`src/rtl/sw_run_sequencer.sv`:
```
// rtl/sw_run_sequencer.sv - stand-alone set-target + N_RUNS scoring sequencer around FPGAWrapper; SW_RUN_CYCLES_EN adds cycle counts
module sw_run_sequencer #(
    parameter int N_RUNS    = 2,
    parameter int RESULT_W  = 16,
    parameter int GUARD     = 2,
    parameter int TIMEOUT_W = 26
) (
    input  logic                clk,
    input  logic                rst_n,
    input  logic                i_go,
    input  logic                i_param_we,
    input  logic [3:0]          i_param_addr,
    input  logic [15:0]         i_param_data,
    output logic                o_set_t,
    output logic                o_start_cal,
    output logic [15:0]         o_param,
    input  logic                i_busy,
    input  logic                i_valid,
    input  logic [RESULT_W-1:0] i_result,
    input  logic [3:0]          i_rd_addr,
    output logic [RESULT_W-1:0] o_rd_data,
    output logic [RESULT_W-1:0] o_best,
    output logic [3:0]          o_best_idx,
    output logic                o_running,
    output logic                o_done,
`ifdef SW_RUN_CYCLES_EN
    output logic [31:0]         o_cycles,
    output logic [31:0]         o_rd_cycles,
`endif
    output logic                o_error
);
    localparam int GCW = $clog2(GUARD + 1);

    typedef enum logic [3:0] {
        S_IDLE, S_SETP, S_SETW, S_LOAD, S_PRE, S_START, S_VALW, S_IDLW, S_DONE
    } state_t;

    state_t                state_q, state_d;
    logic [3:0]            run_q, run_d;
    logic [15:0]           param_q, param_d;
    logic [RESULT_W-1:0]   best_q, best_d;
    logic [3:0]            best_idx_q, best_idx_d;
    logic                  error_q, error_d;
    logic [TIMEOUT_W-1:0]  wd_q, wd_d;
    logic [GCW-1:0]        guard_q, guard_d;
    logic                  set_t_q, set_t_d;
    logic                  start_cal_q, start_cal_d;
    logic                  running_q, running_d;
    logic                  done_q, done_d;
    logic [RESULT_W-1:0]   rd_data_q, rd_data_d;
    logic [15:0]           pbank_q [16];
    logic [RESULT_W-1:0]   res_q [16];
    logic                  res_we;
    logic                  wait_st;
    logic                  guard_done;

    assign wait_st    = (state_q == S_SETW) || (state_q == S_VALW) || (state_q == S_IDLW);
    assign guard_done = (guard_q >= GCW'(GUARD));

    always_comb begin
        state_d    = state_q;
        run_d      = run_q;
        param_d    = param_q;
        best_d     = best_q;
        best_idx_d = best_idx_q;
        error_d    = error_q;
        res_we     = 1'b0;
        wd_d       = wait_st ? wd_q + TIMEOUT_W'(1) : '0;
        guard_d    = guard_done ? guard_q : guard_q + GCW'(1);
        case (state_q)
            S_IDLE: if (i_go) begin
                error_d    = 1'b0;
                best_d     = '0;
                best_idx_d = '0;
                run_d      = '0;
                state_d    = S_SETP;
            end
            S_SETP:  state_d = S_SETW;
            S_SETW:  if (guard_done && !i_busy) state_d = S_LOAD;
            S_LOAD: begin
                param_d = pbank_q[run_q];
                state_d = S_PRE;
            end
            S_PRE:   state_d = S_START;
            S_START: state_d = S_VALW;
            S_VALW: if (i_valid) begin
                res_we = 1'b1;
                if (i_result > best_q) begin
                    best_d     = i_result;
                    best_idx_d = run_q;
                end
                state_d = S_IDLW;
            end
            S_IDLW: if (!i_busy) begin
                if (run_q == 4'(N_RUNS - 1)) begin
                    state_d = S_DONE;
                end else begin
                    run_d   = run_q + 4'd1;
                    state_d = S_LOAD;
                end
            end
            S_DONE:  state_d = S_IDLE;
            default: state_d = S_IDLE;
        endcase
        // Watchdog only fires when the wait state would otherwise persist.
        if (wait_st && (state_d == state_q) && (wd_d == '1)) begin
            error_d = 1'b1;
            state_d = S_DONE;
        end
        if (state_d != state_q) begin
            wd_d    = '0;
            guard_d = '0;
        end
        set_t_d     = (state_d == S_SETP);
        start_cal_d = (state_d == S_START);
        done_d      = (state_d == S_DONE);
        running_d   = (state_d != S_IDLE) && (state_d != S_DONE);
        rd_data_d   = (int'(i_rd_addr) < N_RUNS) ? res_q[i_rd_addr] : '0;
    end

    always_ff @(posedge clk or negedge rst_n) begin
        if (!rst_n) begin
            state_q     <= S_IDLE;
            run_q       <= '0;
            param_q     <= '0;
            best_q      <= '0;
            best_idx_q  <= '0;
            error_q     <= 1'b0;
            wd_q        <= '0;
            guard_q     <= '0;
            set_t_q     <= 1'b0;
            start_cal_q <= 1'b0;
            running_q   <= 1'b0;
            done_q      <= 1'b0;
            rd_data_q   <= '0;
            for (int i = 0; i < 16; i++) begin
                pbank_q[i] <= '0;
                res_q[i]   <= '0;
            end
        end else begin
            state_q     <= state_d;
            run_q       <= run_d;
            param_q     <= param_d;
            best_q      <= best_d;
            best_idx_q  <= best_idx_d;
            error_q     <= error_d;
            wd_q        <= wd_d;
            guard_q     <= guard_d;
            set_t_q     <= set_t_d;
            start_cal_q <= start_cal_d;
            running_q   <= running_d;
            done_q      <= done_d;
            rd_data_q   <= rd_data_d;
            if (i_param_we && (int'(i_param_addr) < N_RUNS))
                pbank_q[i_param_addr] <= i_param_data;
            if (res_we)
                res_q[run_q] <= i_result;
        end
    end

`ifdef SW_RUN_CYCLES_EN
    logic [31:0] cyc_run_q, cyc_run_d;
    logic [31:0] cycles_q, cycles_d;
    logic [31:0] rd_cycles_q, rd_cycles_d;
    logic [31:0] cbank_q [16];
    logic        go_acc;

    assign go_acc = (state_q == S_IDLE) && i_go;

    always_comb begin
        cyc_run_d   = (state_q == S_START) ? 32'd1 :
                      (state_q == S_VALW)  ? cyc_run_q + 32'd1 : cyc_run_q;
        cycles_d    = go_acc ? 32'd0 : (res_we ? cyc_run_q + 32'd1 : cycles_q);
        rd_cycles_d = (int'(i_rd_addr) < N_RUNS) ? cbank_q[i_rd_addr] : 32'd0;
    end

    always_ff @(posedge clk or negedge rst_n) begin
        if (!rst_n) begin
            cyc_run_q   <= '0;
            cycles_q    <= '0;
            rd_cycles_q <= '0;
            for (int i = 0; i < 16; i++) cbank_q[i] <= '0;
        end else begin
            cyc_run_q   <= cyc_run_d;
            cycles_q    <= cycles_d;
            rd_cycles_q <= rd_cycles_d;
            if (go_acc)
                for (int i = 0; i < 16; i++) cbank_q[i] <= '0;
            else if (res_we)
                cbank_q[run_q] <= cyc_run_q + 32'd1;
        end
    end

    assign o_cycles    = cycles_q;
    assign o_rd_cycles = rd_cycles_q;
`endif

    assign o_set_t     = set_t_q;
    assign o_start_cal = start_cal_q;
    assign o_param     = param_q;
    assign o_rd_data   = rd_data_q;
    assign o_best      = best_q;
    assign o_best_idx  = best_idx_q;
    assign o_running   = running_q;
    assign o_done      = done_q;
    assign o_error     = error_q;
endmodule

```
`config.mk`:
```
export PLATFORM = sky130hd
export DESIGN_NAME = sw_run_sequencer
export DESIGN_NICKNAME = d
export VERILOG_FILES = /design/src/rtl/sw_run_sequencer.sv
export SDC_FILE = /design/constraint.sdc
export NUM_CORES = 1
export LEC_CHECK = 0
export ABC_CLOCK_PERIOD_IN_PS = 4750
export CAP_MARGIN = 20
export CELL_PAD_IN_SITES_DETAIL_PLACEMENT = 1
export CELL_PAD_IN_SITES_GLOBAL_PLACEMENT = 1
export CORE_MARGIN = 2
export CORE_UTILIZATION = 50
export DETAILED_ROUTE_END_ITERATION = 6
export DONT_BUFFER_PORTS = 1
export GPL_ROUTABILITY_DRIVEN = 0
export PLACE_DENSITY = 0.79
export SLEW_MARGIN = 5
export SYNTH_ARGS = -nofsm -noshare
export SYNTH_HDL_FRONTEND = slang
export SYNTH_SLANG_ARGS = --single-unit
```
`constraint.sdc`:
```
create_clock -name clk -period 4.75 [get_ports clk]
set_input_delay 0.7125 -clock clk [delete_from_list [all_inputs] [get_ports clk]]
set_output_delay 0.7125 -clock clk [all_outputs]
set_load 0.005 [all_outputs]
```
Yosys cells after proc, flatten, opt, wreduce, memory -nomap -nowiden
Cells that the tools add are included.
Cells by class
  add/sub/neg operators: 3
  order comparisons: 9
  equality and inequality tests: 21
  mux-type cells: 40
  bitwise gates (word level): 3
  reduce and logical (&&, ||, !) cells: 19
Operators by type and width (count)
  $bwmux W256: 2
  $mux W16: 10
  $bmux W16 S4: 2
  $demux W16 S4: 2
  $mux W26: 2
  $mux W4: 11
  $pmux W16 S2: 1
  $pmux W4 S8: 1
  $add A26 B1 Y26 const B: 1
  $eq A26 B26 Y1 const B: 1
  $eq A4 B3 Y1 const B: 5
  $gt A16 B16 Y1: 1
  $pmux W4 S2: 2
  $ge A5 B5 Y1 const B: 3
  $not A4 Y5: 3
  $eq A4 B1 Y1 const B: 3
  $lt A5 B1 Y1 const B: 2
  $eq A4 B2 Y1 const B: 2
  $lt A4 B2 Y1 const B: 2
  $ne A2 B2 Y1 const B: 4
  $reduce_and A4 Y1: 2
  $reduce_bool A2 Y1: 4
  $logic_and A1 B1 Y1: 7
  $mux W1: 5
  other kinds (14): 17
Word-level totals
  bits in registers: 605
  input bits: 46
  output and inout bits: 57
  word-level logic and storage cells: 140

Depth between registers and ports, before layout
Gate-level depths: netlist of run 1.
  word-level depth: 10
  gate-level depth with buffers: 12
  depth with buffers taken out: 9

Worst setup path before layout of run 1
Ideal clock, no wire load.
  path type: register to register
  from: register run_q[0]
  to: register param_q[5] (netlist: o_param[5])
  setup time: 0.125 ns
  arrival time: 2.658 ns
  required time: 4.625 ns
  path slack: 1.968 ns
  cell stages (with the launch flop): 7
  buffers on the path: 3
  period minus slack after synthesis: 2.782 ns
  path through: dfrtp_1 > clkbuf_1 > buf_2 > buf_1 > mux4_2 > mux4_2 > mux2_2
On the way
  cells in the longest elaborated chain, start to end: 4
RTL lines
  start, declared: RTL line 39  | logic [3:0] run_q, run_d;
  start signal, assigned: RTL line 142  | run_q <= run_d;
  $not A4 Y5 (not written as such): RTL line 81  | param_d = pbank_q[run_q];
  $bmux W16 S4: RTL line 81
  $mux W16 (not written as such) (2 in series): RTL line 81
  end signal, assigned: RTL line 143  | param_q <= param_d;
  end, declared: RTL line 40  | logic [15:0] param_q, param_d;
No other way between the ends. The select of a mux whose other input is x is not followed.
A chain may end at the register's enable or synchronous reset.

Worst setup path in the final report of run 1
  from: register wd_q[4]
  to: register state_q[1]
On the way
  cells in the longest elaborated chain, start to end: 5
RTL lines
  start, declared: RTL line 44  | logic [TIMEOUT_W-1:0] wd_q, wd_d;
  start signal, assigned: RTL line 147  | wd_q <= wd_d;
  $add A26 B1 Y26: RTL line 68  | wd_d = wait_st ? wd_q + TIMEOUT_W'(1) : '0;
  $mux W26: RTL line 68
  $eq A26 B26 Y1: RTL line 106  | if (wait_st && (state_d == state_q) && (wd_d == '1)) begin
  $logic_and A1 B1 Y1: RTL line 106
  $mux W4: RTL line 106
  named net state_d[1]: RTL line 38  | state_t state_q, state_d;
  end signal, assigned: RTL line 141  | state_q <= state_d;
  end, declared: RTL line 38
The timed path passes the listed nets, and every way through them passes these cells.

==> impl_metrics.tcl, run 1 <==
set metrics [dict create \
    outcome "complete, but fails checks" \
    violations "negative hold slack" \
    wl_met2_microns 15200 \
    cts.path.max_buffers 3 \
    async_flop_share_pct 100 \
    hold_class "primary input to async pin" \
    placed_cell_area_sq_um 15200 \
    clockRootBuffer "clkbuf_16" \
    hold_viol 256 \
    nFillCells 2862 \
    firstDrtPassIters 4 \
    finalSetupViolations 0 \
    multiInputGateArea_sq_um 4960 \
    avgSynthCellArea_sq_um 13.1 \
    reg2reg_from "wd_q[4]" \
    ir_worst_vdd_mv 0.312 \
    routed_wl_microns 30700 \
    cp-start-kind "register" \
    finClkSkew_ns 0.0197 \
    syn_area_sq_um 15700 \
    post-route-min-period_ns 3.40 \
    wl_met1_microns 13200 \
    io_pins 103 \
    seq_area_frac_synth_pct 60.6 \
    whs_ns -0.122 \
    regArea_sq_um 9540 \
    finalMaxSlewViolations 0 \
    fin_tns_setup_ns 0 \
    hpwl_microns 19000 \
    wl_met3_microns 1750 \
    crit_arrival_ns 3.79 \
    ys_types 56 \
    p_per_area_nw_per_um2 529 \
    syn_to_final_growth_pct 5.46 \
    required_ns 5.14 \
    grt.overflow.total 0 \
    n_antenna_cell 0 \
    rsz0062_at_grt "no" \
    nNetsFinal 1015 \
    yosys_warnings 0 \
    worst_slew_pin_slew_ns 0.943 \
    cts_tree "done" \
    ctsResizeCount 0 \
    h-tree-depth 2 \
    synth_nets 1264 \
    ys_ff_latch 381 \
    core_sq_um 30700 \
    first_global_vias 8915 \
    endpoint_kind "register" \
    top_layer_used "met5" \
    die_w_microns 181 \
    cap_violations 0 \
    drtAntennaViolNets 0 \
    max_freq_ghz 0.294 \
    stdcell_area_sq_um 16600 \
    post_drt_wl_per_cell_microns 22.4 \
    drc 0 \
    relSlewSlack_pct 37.0 \
    grt_max_degree 382 \
    row_count 64 \
    cts_sinks 381 \
    grt_pass1_wl_microns 50600 \
    synth_cells 1197 \
    insertion_delay_ns 0.53 \
    cts_buffers 40 \
    num_vias 7795 \
    p_leak_nw 7.51 \
    timing.rr.end "state_q[1]" \
    clk_pin_slew_ns 0.06 \
    viasPerCell 5.67 \
    start_util_pct 51.1 \
    path_max_fanout 35 \
    timing.final.crit_share_pct 71.6 \
    synthFlopType "dfrtp_1" \
    grt_usage_pct 19.6 \
    synth_enable_flop_cells 0 \
    antenna_found_initial 1 \
    drive_gt1_share_pct 25.2 \
    numPortBuffers 0 \
    initialDrtViolationCount 483 \
    worstSetupPathType "register to register" \
    reg2reg_depth 8 \
    fp.dieH_microns 181 \
    fp.dieArea_sq_um 32900 \
    reg2reg_slack_ns 1.35 \
]
==> power by group <==
part	switching [mW]	internal [mW]
registers	0.347	3.60
logic	0.767	0.804
clock network	1.26	1.99
==> synth_stat cells, types with 5 or more instances <==
cell | number | share of area (%)
buf_2 | 10 | 0.32
a21o_1 | 10 | 0.48
xnor2_1 | 19 | 1.1
nor2_1 | 45 | 1.1
a22o_1 | 20 | 1.1
inv_1 | 24 | 0.57
buf_1 | 9 | 0.21
mux4_2 | 80 | 11
nor4_1 | 25 | 0.99
clkbuf_1 | 282 | 6.7
mux2i_1 | 16 | 1.0
and3_1 | 5 | 0.20
xor2_1 | 8 | 0.45
dfrtp_1 | 381 | 61
nand2_1 | 31 | 0.74
mux2_2 | 78 | 5.6
nand4_1 | 15 | 0.60
a21oi_1 | 9 | 0.29
nor3b_1 | 7 | 0.33
nand3_1 | 15 | 0.48
or3_1 | 6 | 0.24
ha_1 | 21 | 1.7
o21ai_0 | 13 | 0.41
nor3_1 | 13 | 0.41
==> layout by cell type, fill, tap and decap left out, types with 12 or more instances in the layout <==
cell and n:
clkbuf_16 40, mux4_2 80, nand2_1 31, a22o_1 20, nor4_1 24, o21ai_0 12
ha_1 21, nand4_1 15, mux2_2 78, mux2i_1 16, nor2_1 45, clkbuf_8 14
nand3_1 15, inv_1 24, xnor2_1 19, nor3_1 12, dfrtp_1 379
==> cell families (layout without fill, tap and decap cells) <==
| family | count (synthesis) | after routing | synth area share, % |
|---|---|---|---|
| compound gates | 81 | 81 | 3.85 |
| flops | 381 | 381 | 60.6 |
| xor+xnor | 27 | 27 | 1.50 |
| buf+inv | 326 | 107 | 7.89 |
| mux | 174 | 174 | 18.1 |
| simple gates | 187 | 187 | 6.37 |
| fa+ha+maj | 21 | 21 | 1.67 |
==> layout make-up <==
cell class,instances,share of cell area (%)
timing repair buffer,11,0.498
sequential,381,57.5
inverter,24,0.543
tap,396,2.99
multi-input combinational,490,29.9
clock buffer,57,7.27
clock inverter,15,1.26
==> repair_timing <==
action,4_1_cts,5_1_grt
hold endpoints to repair,381,381
setup buffers,0,0
endpoints found under the setup margin,0,0
==> stage by stage <==
stage               hold slack [ns]  total power [mW]  setup slack (ns)  cells  utilization (%)
finish                       -0.122              8.78              1.35   1374             53.9
global placement              0.360              5.51              1.52   1302             49.3
floorplan                     0.417              5.14              1.97   1197                -
global route                 -0.145              9.23              1.08   1374             53.9
CTS                          -0.146              8.90              1.43   1374             53.9
detailed placement            0.363              5.59              1.48   1302             49.3
==> critical path, cell delays in order, from the launching register on <==
cell	delay (ns)
dfrtp_1	0.51
nand4_1	0.41
nor3_1	0.69
nand3_1	0.22
o31ai_1	0.37
nand4_1	0.21
nor4_4	0.30
buf_4	0.40
nor4_1	0.14
==> layer usage <==
layer  vias up  GRT usage (%)
met5         -              0
met4         2           5.01
met3        45           4.54
met2       196           32.8
met1      4031           26.0
li1       3521              -
==> how the worst max path moves through the flow <==
| stage | from | slack [ns] | endpoint | depth (start not counted) |
|---|---|---|---|---|
| finish | wd_q[4] | 1.35 | state_q[1] | 8 |
| CTS | wd_q[4] | 1.43 | state_q[1] | 8 |
| detailed placement | wd_q[0] | 1.48 | wd_q[12] | 9 |
| global placement | wd_q[4] | 1.52 | wd_q[1] | 8 |
| global route | wd_q[4] | 1.08 | state_q[1] | 8 |
| floorplan | run_q[0] | 1.97 | o_param[5] | 6 |
==> registers in the layout, summed over array words and instances (netlist names), 2 cells and up <==
register,cells
guard_q,2
o_best,16
o_best_idx,4
o_param,16
o_rd_data,16
pbank_q,256
res_q,32
run_q,4
state_q,4
wd_q,26
Power figures use the tool's default switching activity.
==> inputs of run 2 (changes only) <==
Settings changed: ABC_CLOCK_PERIOD_IN_PS 4750 to 2950, CORE_UTILIZATION 50 to 45, PLACE_DENSITY 0.79 to 0.75.
Clock period 4.75 ns to 2.95 ns, I/O delays scaled along.
==> run 2 against run 1 <==
The flow still finishes with violations (negative hold slack); wire length is 2.8% higher; hold slack worse by 0.30 ns; combinational power is 76% higher; via count is 1.9% higher; global-route usage is 1.3 points lower; sequential cell count stayed put; critical path depth is 2 higher; register-to-register slack worse by 1.1 ns; core utilization is 4.8 points lower; critical path type unchanged.
==> impl_metrics.tcl, run 2 (synthesis results as in run 1) <==
set metrics [dict create \
    grt.overflow.total 0 \
    whs_ns -0.422 \
    reg2reg_slack_ns 0.24 \
    insertion_delay_ns 0.56 \
    outcome "complete, but fails checks" \
    crit_arrival_ns 3.12 \
    post-route-min-period_ns 2.71 \
    syn_to_final_growth_pct 7.59 \
    ir_worst_vdd_mv 0.496 \
    fp.dieH_microns 191 \
    clockRootBuffer "clkbuf_16" \
    top_register "pbank_q" \
    hold_viol 381 \
    initialDrtViolationCount 395 \
    nFillCells 3269 \
    post_drt_wl_per_cell_microns 21.5 \
    p_per_area_nw_per_um2 823 \
    mostFrequentLayoutCells "379 x dfrtp_1, 80 x mux4_2, 78 x mux2_2" \
    firstDrtPassIters 5 \
    combPwrFrac_pct 19.8 \
    drc 0 \
    endpoint_kind "register" \
    cts_sinks 381 \
    grt_usage_pct 18.2 \
    drive_gt1_share_pct 25.8 \
    finalSetupViolations 0 \
    path_max_fanout 25 \
    num_vias 7945 \
    numPortBuffers 0 \
    core_sq_um 34500 \
    required_ns 3.36 \
    cp-start-kind "register" \
    p_sw_share_pct 27.8 \
    cts_tree "done" \
    start_util_pct 45.6 \
    fin_tns_setup_ns 0 \
    multiInputGateArea_sq_um 4970 \
    cts.path.max_buffers 3 \
    clk_pin_slew_ns 0.06 \
    nNetsFinal 1054 \
    die_w_microns 191 \
    grt_pass1_wl_microns 51600 \
    first_global_vias 9012 \
    grt_max_degree 382 \
    row_count 68 \
    drtAntennaViolNets 0 \
    mostFrequentLayoutCell "dfrtp_1" \
    worst_slew_pin_slew_ns 0.972 \
    worstSetupPathType "register to register" \
    p_int_mw 10.1 \
    max_freq_ghz 0.370 \
    fp.dieArea_sq_um 36400 \
    dpl.cell_count 1385 \
    routed_wl_microns 31600 \
    postCtsHoldBufs 15 \
    finClkSkew_ns 0.0220 \
    seq_power_share_pct 45.3 \
    hpwl_microns 19800 \
    hold_class "primary input to async pin" \
    p_sw_mw 3.87 \
    largest_reg_flops 256 \
    clock_power_share_pct 34.9 \
    violations "negative hold slack" \
    antenna_found_initial 0 \
    cap_violations 0 \
    final_cells 1470 \
    n_antenna_cell 0 \
    cts_buffers 40 \
    rsz0062_at_grt "no" \
    viasPerCell 5.40 \
    finalMaxSlewViolations 0 \
    p_leak_nw 7.62 \
    io_pins 103 \
    regArea_sq_um 9540 \
    utilization_pct 49.1 \
    timing.final.crit_share_pct 91.7 \
    h-tree-depth 2 \
    relSlewSlack_pct 35.0 \
    reg_top3 "pbank_q: 256 flops, res_q: 32 flops, wd_q: 26 flops" \
]
[run 2: cell types whose count changed in the layout (fill, tap and decap cells not counted), sizes merged]
cell | before | now
buf | 11 | 35
bufinv | 4 | 0
clkbuf | 57 | 62
clkinv | 8 | 6
clkinvlp | 0 | 2
dlygate4sd3 | 0 | 15
inv | 27 | 24
[run 2: power groups by stage]
stage / clock (mW) / sequential (mW) / combinational, mW
6_report: 4.85 / 6.30 / 2.76
4_1_cts: 5.00 / 6.32 / 2.81
3_5_place_dp: 0 / 6.41 / 2.76
5_1_grt: 5.20 / 6.39 / 3.03
3_3_place_gp: 0 / 6.37 / 2.68
2_1_floorplan: 0 / 6.12 / 2.15
[run 2: layout make-up]
class | count | area share (%)
Sequential cell | 381 | 56.4
Multi-Input combinational cell | 490 | 29.4
Inverter | 24 | 0.533
Clock inverter | 8 | 0.481
Tap cell | 455 | 3.37
Timing Repair Buffer | 50 | 2.74
Clock buffer | 62 | 7.12
[run 2: path summary, 6_finish.rpt]
| kind | from | end | depth (start not counted) |
|---|---|---|---|
| worst min-delay path | rst_n | o_best[9] | 0 |
| worst min register to register | pbank_q[208] | pbank_q[208] | 0 |
| max in group asynchronous | rst_n | pbank_q[196] | 0 |
| worst max-delay path | wd_q[1] | state_q[1] | 10 |
| worst max register to register | wd_q[1] | state_q[1] | 10 |
| min in group clk | i_result[1] | o_best[1] | 1 |
[run 2: critical path, stage by stage (launching register included)]
cell	delay (ns)
dfrtp_1	0.43
ha_2	0.30
nand3_1	0.11
buf_4	0.19
nor4_1	0.17
o21ai_0	0.19
nor4_2	0.29
nand4_1	0.18
nor4_4	0.39
buf_12	0.22
nor4_1	0.07
[run 2: metrics by stage]
stage | hold slack, ns | setup WS, ns | power (mW) | cell area (sq um)
floorplan | 0.147 | 0.168 | 8.27 | 15700
global placement | 0.154 | 0.186 | 9.04 | 15500
detailed placement | 0.156 | 0.105 | 9.17 | 15500
CTS | -0.440 | 0.0797 | 14.1 | 16900
global route | -0.441 | 0.0342 | 14.6 | 16900
finish | -0.422 | 0.244 | 13.9 | 16900
[run 2: timing repair]
item,in CTS,in global routing
resized for setup,0,2
hold endpoints to repair,396,381
setup buffers,0,0
setup endpoints to repair,0,35
[run 2: metal layers]
metal	share of wire [%]	global-route usage (%)	vias to the layer above
li1	-	-	3598
met1	44	24.4	4146
met2	49	30.0	164
met3	5.3	4.15	37
met4	1.8	5.10	0
met5	0	0	-
==> inputs of run 3 (changes only) <==
Settings changed: CORE_UTILIZATION 45 to 41, CTS_CLUSTER_DIAMETER set to 80, PLACE_DENSITY 0.75 to 0.7.
==> run 3 against run 2 <==
The flow still finishes with violations (negative hold slack); sequential share of layout area down 0.61 points; combinational power about the same; non-clock buffer count up 4; final cell count up 4.1%; critical path type unchanged; largest cell class unchanged; largest power group unchanged.
==> impl_metrics.tcl, run 3 (synthesis results as in run 1) <==
set metrics [dict create \
    path_max_fanout 13 \
    finalMaxSlewViolations 0 \
    multiInputGateArea_sq_um 4990 \
    outcome "complete, but fails checks" \
    start_util_pct 41.6 \
    n_antenna_cell 0 \
    grt_usage_pct 16.7 \
    top_register "pbank_q" \
    first_global_vias 8946 \
    mostFrequentLayoutCells "379 x dfrtp_1, 80 x mux4_2, 78 x mux2_2" \
    worst_slew_pin_slew_ns 0.962 \
    mostFrequentLayoutCell "dfrtp_1" \
    cts_sinks 381 \
    endpoint_kind "register" \
    post_drt_wl_per_cell_microns 20.8 \
    cp-start-kind "register" \
    fp.dieArea_sq_um 39900 \
    p_leak_nw 7.69 \
    cap_violations 0 \
    nNetsFinal 1059 \
    p_per_area_nw_per_um2 834 \
    grt_pass1_wl_microns 51300 \
    cts_buffers 41 \
    antenna_found_initial 0 \
    reg_top3 "pbank_q: 256 flops, res_q: 32 flops, wd_q: 26 flops" \
    required_ns 3.38 \
    numPortBuffers 0 \
    whs_ns -0.412 \
    finClkSkew_ns 0.0221 \
    io_pins 103 \
    core_sq_um 37800 \
    post-route-min-period_ns 2.77 \
    crit_arrival_ns 3.20 \
    row_count 71 \
    timing.final.crit_share_pct 93.9 \
    nFillCells 3670 \
    initialDrtViolationCount 424 \
    cts_tree "done" \
    num_vias 7907 \
    power_mw 14.3 \
    reg2reg_from "wd_q[7]" \
    die_w_microns 200 \
    hpwl_microns 20200 \
    rsz0062_at_grt "yes" \
    clockRootBuffer "clkbuf_16" \
    clk_pin_slew_ns 0.06 \
    max_freq_ghz 0.361 \
    hold_viol 381 \
    relSlewSlack_pct 35.7 \
    fp.dieH_microns 200 \
    largest_reg_flops 256 \
    routed_wl_microns 31800 \
    ir_worst_vdd_mv 0.532 \
    regArea_sq_um 9540 \
    insertion_delay_ns 0.56 \
    drive_gt1_share_pct 27.3 \
    grt_max_degree 382 \
    hold_class "primary input to async pin" \
    drc 0 \
    syn_to_final_growth_pct 8.76 \
    worstSetupPathType "register to register" \
    h-tree-depth 2 \
    crit_start "wd_q[7]" \
    cts.path.max_buffers 3 \
    grt.overflow.total 0 \
    viasPerCell 5.16 \
    violations "negative hold slack" \
    firstDrtPassIters 5 \
    finalSetupViolations 0 \
    drtAntennaViolNets 0 \
    utilization_pct 45.3 \
]
-- run 3: layout make-up --
cell class                 instances  area share, %
sequential                       381           55.8
multi-input combinational        490           29.2
clock buffer                      59           6.98
tap                              511           3.74
timing repair buffer              54           2.81
clock inverter                    12          0.944
inverter                          24          0.527
-- run 3: path summary, 6_finish.rpt --
check / end / slack, ns / depth (start not counted)
min in group clk: res_q[239] / 0.03 / 1
max in group asynchronous: pbank_q[25] / 2.85 / 0
max: wd_q[9] / 0.18 / 8
min: o_best[11] / -0.41 / 0
min reg2reg: pbank_q[18] / 0.37 / 0
max reg2reg: wd_q[9] / 0.18 / 8
-- run 3: what timing repair did --
action                                  4_1_cts  5_1_grt
endpoints found under the setup margin        2       35
buffers inserted                              0        4
endpoints found under the hold margin       394      382
resized for setup                             1        6
hold buffers                                  9        1
pin swaps                                     0        2
-- run 3: report_power, final --
group	internal (mW)	switching, mW
logic	1.45	1.33
clock network	3.08	2.07
registers	5.79	0.528
-- run 3: critical path: stages, from the launching register on --
cell	delay [ns]
dfrtp_1	0.45
nand4_1	0.24
or3_1	0.46
a211o_1	0.28
a222oi_1	0.31
nand4_1	0.19
nor4_4	0.36
buf_4	0.26
nor3_1	0.08
-- run 3: metrics by stage --
stage	hold WS, ns	std cells	setup slack (ns)	instance area, sq um	TNS, ns
2_1_floorplan	0.147	1197	0.168	15700	0
4_1_cts	-0.450	1526	0.0209	17000	0
3_5_place_dp	0.155	1446	0.0113	15600	0
5_1_grt	-0.444	1531	-0.0113	17100	-0.0152
6_report	-0.412	1531	0.181	17100	0
3_3_place_gp	0.154	1446	0.103	15600	0
-- run 3: routing by layer --
metal	global-route usage, %	wire length, microns	vias to the layer above
li1	-	-	3595
met2	27.0	15400	167
met3	4.35	1630	44
met5	0	0	-
met1	22.5	14300	4101
met4	4.14	583	0
